[src/rtl/imem_loader.sv]
// imem_loader: boot-time loader that assembles 16-bit words from a byte stream and writes them to the IF instruction memory.
// Latency: wen fires the cycle after the low-byte transfer; pc_reset follows the last WRITE, rd_en/done one cycle later.
// Backpressure: byte_ready is high only in header/data byte states and drops for the WRITE cycle (one word per 3 cycles).
//
// Ports:
//   clk, reset (sync, active-low)  | start: begin a load (IDLE/RUN/ERR only)
//   byte_in/byte_valid/byte_ready  : stream input handshake
//   din/wen/pc_reset/rd_en         : IF-stage instruction memory controls
//   words_written/busy/done/error  : load status
module imem_loader #(
  parameter int ADDR_W    = 9,
  parameter int MAX_WORDS = 512
) (
  input  logic              clk,
  input  logic              reset,
  input  logic              start,
  input  logic [7:0]        byte_in,
  input  logic              byte_valid,
  output logic              byte_ready,
  output logic [15:0]       din,
  output logic              wen,
  output logic              pc_reset,
  output logic              rd_en,
  output logic [ADDR_W:0]   words_written,
  output logic              busy,
  output logic              done,
  output logic              error
);

  localparam logic [3:0] S_IDLE    = 4'd0;
  localparam logic [3:0] S_CNT_HI  = 4'd1;
  localparam logic [3:0] S_CNT_LO  = 4'd2;
  localparam logic [3:0] S_DATA_HI = 4'd3;
  localparam logic [3:0] S_DATA_LO = 4'd4;
  localparam logic [3:0] S_WRITE   = 4'd5;
  localparam logic [3:0] S_PCRST   = 4'd6;
  localparam logic [3:0] S_RUN     = 4'd7;
  localparam logic [3:0] S_ERR     = 4'd8;

  logic [3:0]      state_q, state_d;
  logic [15:0]     cnt_q, cnt_d;
  logic [15:0]     din_q, din_d;
  logic [ADDR_W:0] ww_q, ww_d;

  logic            xfer;
  logic [15:0]     n_full;
  logic [ADDR_W:0] ww_inc;

  // All status outputs decode directly from state, so reset to IDLE clears them.
  assign byte_ready    = (state_q == S_CNT_HI) || (state_q == S_CNT_LO) ||
                         (state_q == S_DATA_HI) || (state_q == S_DATA_LO);
  assign busy          = byte_ready || (state_q == S_WRITE) || (state_q == S_PCRST);
  assign wen           = (state_q == S_WRITE);
  assign pc_reset      = (state_q == S_PCRST);
  assign rd_en         = (state_q == S_RUN);
  assign done          = (state_q == S_RUN);
  assign error         = (state_q == S_ERR);
  assign din           = din_q;
  assign words_written = ww_q;

  assign xfer   = byte_valid && byte_ready;
  // Completed word count as it will be once the low header byte lands.
  assign n_full = {cnt_q[15:8], byte_in};
  assign ww_inc = ww_q + 1'b1;

  always_comb begin
    state_d = state_q;
    cnt_d   = cnt_q;
    din_d   = din_q;
    ww_d    = ww_q;
    case (state_q)
      S_IDLE, S_RUN, S_ERR: begin
        if (start) begin
          state_d = S_CNT_HI;
          ww_d    = '0;
        end
      end
      S_CNT_HI: begin
        if (xfer) begin
          cnt_d[15:8] = byte_in;
          state_d     = S_CNT_LO;
        end
      end
      S_CNT_LO: begin
        if (xfer) begin
          cnt_d[7:0] = byte_in;
          if ((n_full == 16'd0) || (n_full > 16'(MAX_WORDS))) state_d = S_ERR;
          else                                                state_d = S_DATA_HI;
        end
      end
      S_DATA_HI: begin
        if (xfer) begin
          din_d[15:8] = byte_in;
          state_d     = S_DATA_LO;
        end
      end
      S_DATA_LO: begin
        if (xfer) begin
          din_d[7:0] = byte_in;
          state_d    = S_WRITE;
        end
      end
      S_WRITE: begin
        ww_d = ww_inc;
        if (16'(ww_inc) == cnt_q) state_d = S_PCRST;
        else                      state_d = S_DATA_HI;
      end
      S_PCRST: state_d = S_RUN;
      default: state_d = S_IDLE;
    endcase
  end

  always_ff @(posedge clk) begin
    if (!reset) begin
      state_q <= S_IDLE;
      cnt_q   <= 16'h0000;
      din_q   <= 16'h0000;
      ww_q    <= '0;
    end else begin
      state_q <= state_d;
      cnt_q   <= cnt_d;
      din_q   <= din_d;
      ww_q    <= ww_d;
    end
  end

endmodule

[config.mk]
export PLATFORM = sky130hd
export DESIGN_NAME = imem_loader
export DESIGN_NICKNAME = d
export VERILOG_FILES = /design/src/rtl/imem_loader.sv
export SDC_FILE = /design/constraint.sdc
export NUM_CORES = 1
export LEC_CHECK = 0
export ABC_CLOCK_PERIOD_IN_PS = 5000
export CAP_MARGIN = 0
export CORE_UTILIZATION = 41
export DETAILED_ROUTE_END_ITERATION = 8
export PLACE_DENSITY = 0.65
export REMOVE_ABC_BUFFERS = 1
export SLEW_MARGIN = 20
export SYNTH_ARGS = -nofsm -noshare
export SYNTH_HDL_FRONTEND = slang
export SYNTH_SLANG_ARGS = --single-unit
[constraint.sdc]
create_clock -name clk -period 5 [get_ports clk]
set_input_delay 0.5 -clock clk [delete_from_list [all_inputs] [get_ports clk]]
set_output_delay 0.5 -clock clk [all_outputs]
set_load 0.02 [all_outputs]
### Yosys cells after proc, flatten, opt, wreduce, memory -nomap -nowiden

Index checks and enable logic that the tools add are counted.

| operators by class | value |
|---|---|
| add/subtract/negate cells | 1 |
| multiply operators | 0 |
| divide/modulo/power cells | 0 |
| magnitude comparators | 1 |
| equality and inequality tests | 14 |
| shifts and indexed selects | 0 |
| multiplexer cells | 10 |
| bitwise logic cells | 0 |
| reduce and logical (&&, ||, !) cells | 17 |

Operator list:

| kind | number |
|---|---|
| 4-bit case mux with 7 select lines | 1 |
| 4-bit two-way mux | 6 |
| 10-bit case mux with 2 select lines | 1 |
| 10-bit by 16-bit == test with 1-bit output | 1 |
| 4-bit by 3-bit == test with 1-bit output, second input constant | 4 |
| 16-bit by 10-bit greater-than comparator with 1-bit output, second input constant | 1 |
| 16-bit logical NOT | 1 |
| 10-bit by 1-bit adder with 10-bit output, second input constant | 1 |
| 10-bit two-way mux | 1 |
| 2-bit inequality test, second input constant | 5 |
| 2-bit AND reduction | 5 |
| 4-bit by 2-bit == test with 1-bit output, second input constant | 2 |
| 1-bit logical OR | 6 |
| 5-bit AND reduction | 1 |
| 4-bit by 1-bit == test with 1-bit output, second input constant | 1 |
| 4-bit == test, second input constant | 1 |
| 4-bit logical NOT | 1 |
| 3-bit two-way mux | 1 |
| 3-bit OR reduction | 1 |
| 2-bit nonzero test | 1 |
| 1-bit logical AND | 1 |

| word-level totals | value |
|---|---|
| register bits after elaboration | 46 |
| bits in latches | 0 |
| RAM bits | 0 |
| memory bits (read-only) | 0 |
| input bits | 12 |
| output and inout port bits | 33 |
| word-level logic and storage cells | 49 |
| memories kept | 0 |

### Depth between registers and ports, before layout

| depth | value |
|---|---|
| word-level depth | 7 |
| mapped depth | 8 |
| mapped depth without buffers | 7 |

### Least setup slack after synthesis

Ideal clock, no wire load.

| timing | value |
|---|---|
| kind | register -> register |
| start point | reg ww_q[0] (netlist: words_written[0]) |
| end point | reg state_q[2] |
| setup time | 0.069 ns |
| arrival time | 2.062 ns |
| data required time | 4.931 ns |
| slack | 2.869 ns |
| stages on the path, launching flop included | 7 |
| buffers on the path | 0 |
| period minus slack after synthesis | 2.131 ns |
| cell sequence | dfxtp_1 -> ha_1 -> or4_1 -> a21oi_1 -> a211oi_1 -> or4_1 -> o21ai_1 |

| on the way | value |
|---|---|
| word-level cells in the longest chain between the ends | 4 |

RTL lines:

| item | RTL line | RTL |
|---|---|---|
| from (decl) | 43 | `logic [ADDR_W:0] ww_q, ww_d;` |
| from (signal assigned) | 123 | `ww_q <= ww_d;` |
| 10-bit by 1-bit adder with 10-bit output | 64 | `assign ww_inc = ww_q + 1'b1;` |
| 10-bit by 16-bit == test with 1-bit output | 105 | `if (16'(ww_inc) == cnt_q) state_d = S_PCRST;` |
| 3-bit two-way mux | 105 |  |
| 4-bit case mux with 7 select lines | 71 | `case (state_q)` |
| to (signal assigned) | 120 | `state_q <= state_d;` |
| to (decl) | 40 | `logic [3:0] state_q, state_d;` |

No other way between the ends.
A chain may end at the register's enable or synchronous reset.

### Final worst setup path

| timing | value |
|---|---|
| start point | reg state_q[0] |
| end point | out wen |

| on the way | value |
|---|---|
| word-level cells in the longest chain between the ends | 1 |

RTL lines:

| item | RTL line | RTL |
|---|---|---|
| 4-bit by 3-bit == test with 1-bit output | 53 | `assign wen = (state_q == S_WRITE);` |
| to (decl) | 21 | `output logic wen,` |

No other way between the ends.

==> impl.org <==
** Logic synthesis
- Number of enable-type register cells in the synthesized netlist :: 0
- Of all flip-flops after synthesis, the portion carrying an async set or reset was 0.
- Among all flip-flop cells after synthesis, the most frequent one is sky130_fd_sc_hd__dfxtp_1.
- Summing every instance area after synthesis gives approximately 2400 um^2.
- Proportion of synthesized chip area in sequential cells :: 0.3825
- The netlist uses 44 different library cells.
- Mapped Cells :: ~280
- Number of storage elements in the synthesis netlist :: 46
- Yosys warning total :: 0
- Average instance area after synthesis :: 8.754 um^2

** Min path
- Terminating pin of the worst hold path :: words_written[9]
- Hold Crit Start :: words_written[9]
- Along the worst hold path, the cell count comes to 1.
- Worst Hold Class :: reg2reg

** Power and ir drop
- The design draws slightly above 1000 uW.
- IR analysis of the VDD net gives a maximum drop of around 0.21 mV.
- For this design the ratio of total power to cell area is around 350 nW/um^2.
- For this design the static power due to leakage is 0.001128 uW.

** Setup path
- Data required time of the worst path :: about 4.5 ns
- Slowest stage cell, crit path :: sky130_fd_sc_hd__clkdlybuf4s50_1
- The startpoint identified for the worst register-to-register timing path is words_written[0].
- For this run, the slowest stage of the critical path takes roughly 0.64 ns.
- For the worst flop-to-flop path, the logic depth is 7.
- Crit path cell chain :: nor2b_1 > nand2_1 > clkinv_1 > clkdlybuf4s50_1
- Of all nets on the critical path, the largest fanout is 15.
- Worst Setup Start Kind :: flop
- Data arrives at the worst endpoint at 2.34 ns.
- Nature of the critical path endpoint :: primary output
- Reg2Reg Setup Slack :: between 2 and 3 ns
- The critical path is of the reg2out type.
- R2R Path End :: state_q[2]

** CTS
- H-tree level count :: 2
- Clock tree synthesis selected as its root buffer the cell sky130_fd_sc_hd__clkbuf_8.
- TritonCTS built the clock tree.
- Count of hold-fix buffers inserted at cts :: 0
- CTS-repair resized insts :: 0
- Clock tree synthesis inserted a total of 5 buffers.
- Num Clock Sinks :: 46
- Worst-case clock buffer depth :: 2
- Clock latency reported for the late side of the worst-skew pair :: 0.30 ns
- After clock tree synthesis, the clock-pin slew on the worst setup and hold paths is ~0.09 ns.
- Total setup buffers inserted after CTS :: 0

** Routing
- For this run, design rule violations remaining after detail routing come to 0.
- The first TritonRoute pass finished after 4 iterations.
- Routed WL per cell :: approximately 14 um
- Number of vias per cell :: 5.198
- Final WL :: around 5200 um
- The detail route stage leaves a number of antenna-violating nets equal to 0.
- Number of DRC violations after detailed-routing iteration 0 :: 83
- Via count :: approximately 2,000

** Cells and area
- Finished Layout Cells :: roughly 380
- Area of all sequential standard cells :: between 900 and 1000 um^2
- Layout cells sized above 1 :: 0.04487
- Footprint of the multi-input gates :: 1401 um^2
- Fill cell count :: between 500 and 600
- The repair_antennas step left the layout with diodes totalling 0.
- Area grow syn2layout :: 23.18%
- In the final design database the tool counted 324 nets.

** Run
- Max-capacitance violation count :: 0

** Timing
- In the final timing run, aggregate negative setup slack is 0 ns.
- Ratio of final minimum period to clock period :: 0.5688
- Worst clock skew on the final layout :: roughly 0.0055 ns
- Count of endpoints failing setup in the final report :: 0
- Final Critical Period :: 2.844 ns
- Fmax :: about 350 MHz
- For the pin with the worst max-slew slack, the measured transition is ~0.61 ns.
- The final hold violation count is 0.
- Setup repair after global routing missed its margin :: false
- Measured against its own limit, the worst slew margin works out to 0.5929.
- Final Max Slew Viols :: 0

** Die
- Area enclosed by the die boundary :: about 6200 um^2
- Core Footprint :: about 5600 um^2
- Initial core utilization :: 0.4319
- During I/O placement, the number of pins put on the boundary was 45.
- Width of the chip :: 78.63 um
- Die height :: around 79 um
- After floorplanning, the core was divided into 27 placement rows.

** Outcome
- Result of the run :: completed

** GRT
- Initial antenna violation count :: 0
- The via count of the first global-routing pass came to 1,861.
- Grt total ovfl :: 0
- Maximum number of pins on one net before global-route repair :: between 40 and 50
- The first global-routing pass estimated roughly 9000 um of wire.
- In the global route stage, overall resource usage came out at 0.1841.

** Placement
- At the end of routability-driven placement, the weighted congestion stood at roughly 0.84.
- Number of instances in the placed design :: roughly 380
- The HPWL after detailed placement is about 3600 um.
- Port buffering added 44 buffers.
how the worst max path moves through the flow:
stage | startpoint | endpoint | slack, ns
after floorplan | words_written[0] | state_q[2] | 2.87
after global placement | state_q[3] | wen | 2.54
after detailed placement | state_q[0] | wen | 2.50
after CTS | state_q[0] | wen | 2.16
after global routing | state_q[0] | wen | 1.95
final | state_q[0] | wen | 2.16
state kept, by name, indices dropped and copies added (netlist names):
name and count:
state_q 4, din 16, words_written 10, cnt_q 16
metrics by stage:
step	util	hold slack, ns	worst slack [ns]	instance area (um^2)
6_report	0.5320	0.5137	2.156	2965
5_1_grt	0.5320	0.5457	1.953	2965
4_1_cts	0.5320	0.5166	2.163	2965
3_5_place_dp	0.5158	0.4992	2.496	2875
3_3_place_gp	0.5158	0.4833	2.538	2875
2_1_floorplan	-	0.4860	2.869	2337
where the power goes:
part | leakage (uW) | internal, uW | switching, uW | total [uW]
sequential | 0.000372 | 399 | 46.2 | 445
clock | 0.0000441 | 98.4 | 133 | 231
combinational | 0.000712 | 167 | 192 | 358
cell usage in the layout (no fill, tap or decap), drive strengths merged, types with 2 or more instances in the layout:
master and count:
clkbuf 5, and2 4, nand4 4, dfxtp 46
nor2 8, o21ai 12, nand3 9, clkdlybuf4s50 44
nand3b 2, a31oi 4, a21oi 8, xnor2 8
mux2i 33, o211ai 2, nand2b 3, o21a 2
a21boi 3, nand2 18, a211oi 2, or4 2
nor3 14, inv 3, clkinv 3, nor2b 44
and3 6, nor4 4, xor2 5
layer usage:
metal	vias to the layer above	wire length (um)	GRT usage
met5	-	0	0
met2	35	2323	0.2817
li1	1031	-	-
met1	919	2619	0.2514
met4	0	114	0.07407
met3	11	172	0.03605
synthesized netlist by cell type (all sizes together) (2+ instances only):
| master | count | area [um^2] |
|---|---|---|
| buf | 4 | 25.02 |
| nand3b | 2 | 15.01 |
| clkbuf | 12 | 45.04 |
| inv | 3 | 11.26 |
| mux2i | 33 | 330.3 |
| xor2 | 5 | 43.79 |
| nand3 | 9 | 50.05 |
| and3 | 6 | 38.79 |
| o21a | 2 | 15.01 |
| or4 | 2 | 15.01 |
| nor4 | 4 | 25.02 |
| nor3 | 14 | 70.07 |
| nor2 | 8 | 30.03 |
| dfxtp | 46 | 920.9 |
| o21ai | 12 | 60.05 |
| a31oi | 4 | 25.02 |
| nand4 | 4 | 31.28 |
| a21boi | 3 | 22.52 |
| a21oi | 8 | 40.04 |
| and2 | 4 | 25.02 |
| nand2 | 18 | 67.56 |
| o211ai | 2 | 15.01 |
| a211oi | 2 | 15.01 |
| xnor2 | 8 | 70.07 |
| nand2b | 3 | 18.77 |
| nor2b | 44 | 275.3 |
cell type report:
| cell class | instances | area share |
|---|---|---|
| multi-input cells | 209 | 0.4726 |
| inverters | 4 | 0.005063 |
| clock buffers | 5 | 0.02321 |
| repair buffers | 45 | 0.1511 |
| flip-flops and latches | 46 | 0.3105 |
| well taps | 72 | 0.03038 |
| clock inverters | 3 | 0.007173 |
critical path: cells and delay by family (launching register included):
kind	cells	cell delay (ns)
flip-flops	1	0.58
buffers and inverters	2	0.90
AND/OR/NAND/NOR	2	0.56
cell families after synthesis:
family                   Yosys count  synth area share
AND/OR/NAND/NOR                  120            0.2807
AO/OA/AOI/OAI                     41            0.1071
adder cells (fa/ha/maj)            1          0.005197
multiplexers                      34            0.1419
flip-flops                        46            0.3825
XOR/XNOR                          13           0.04730
buffers and inverters             20           0.03534
No activity file was read; power rests on OpenSTA's default activity.
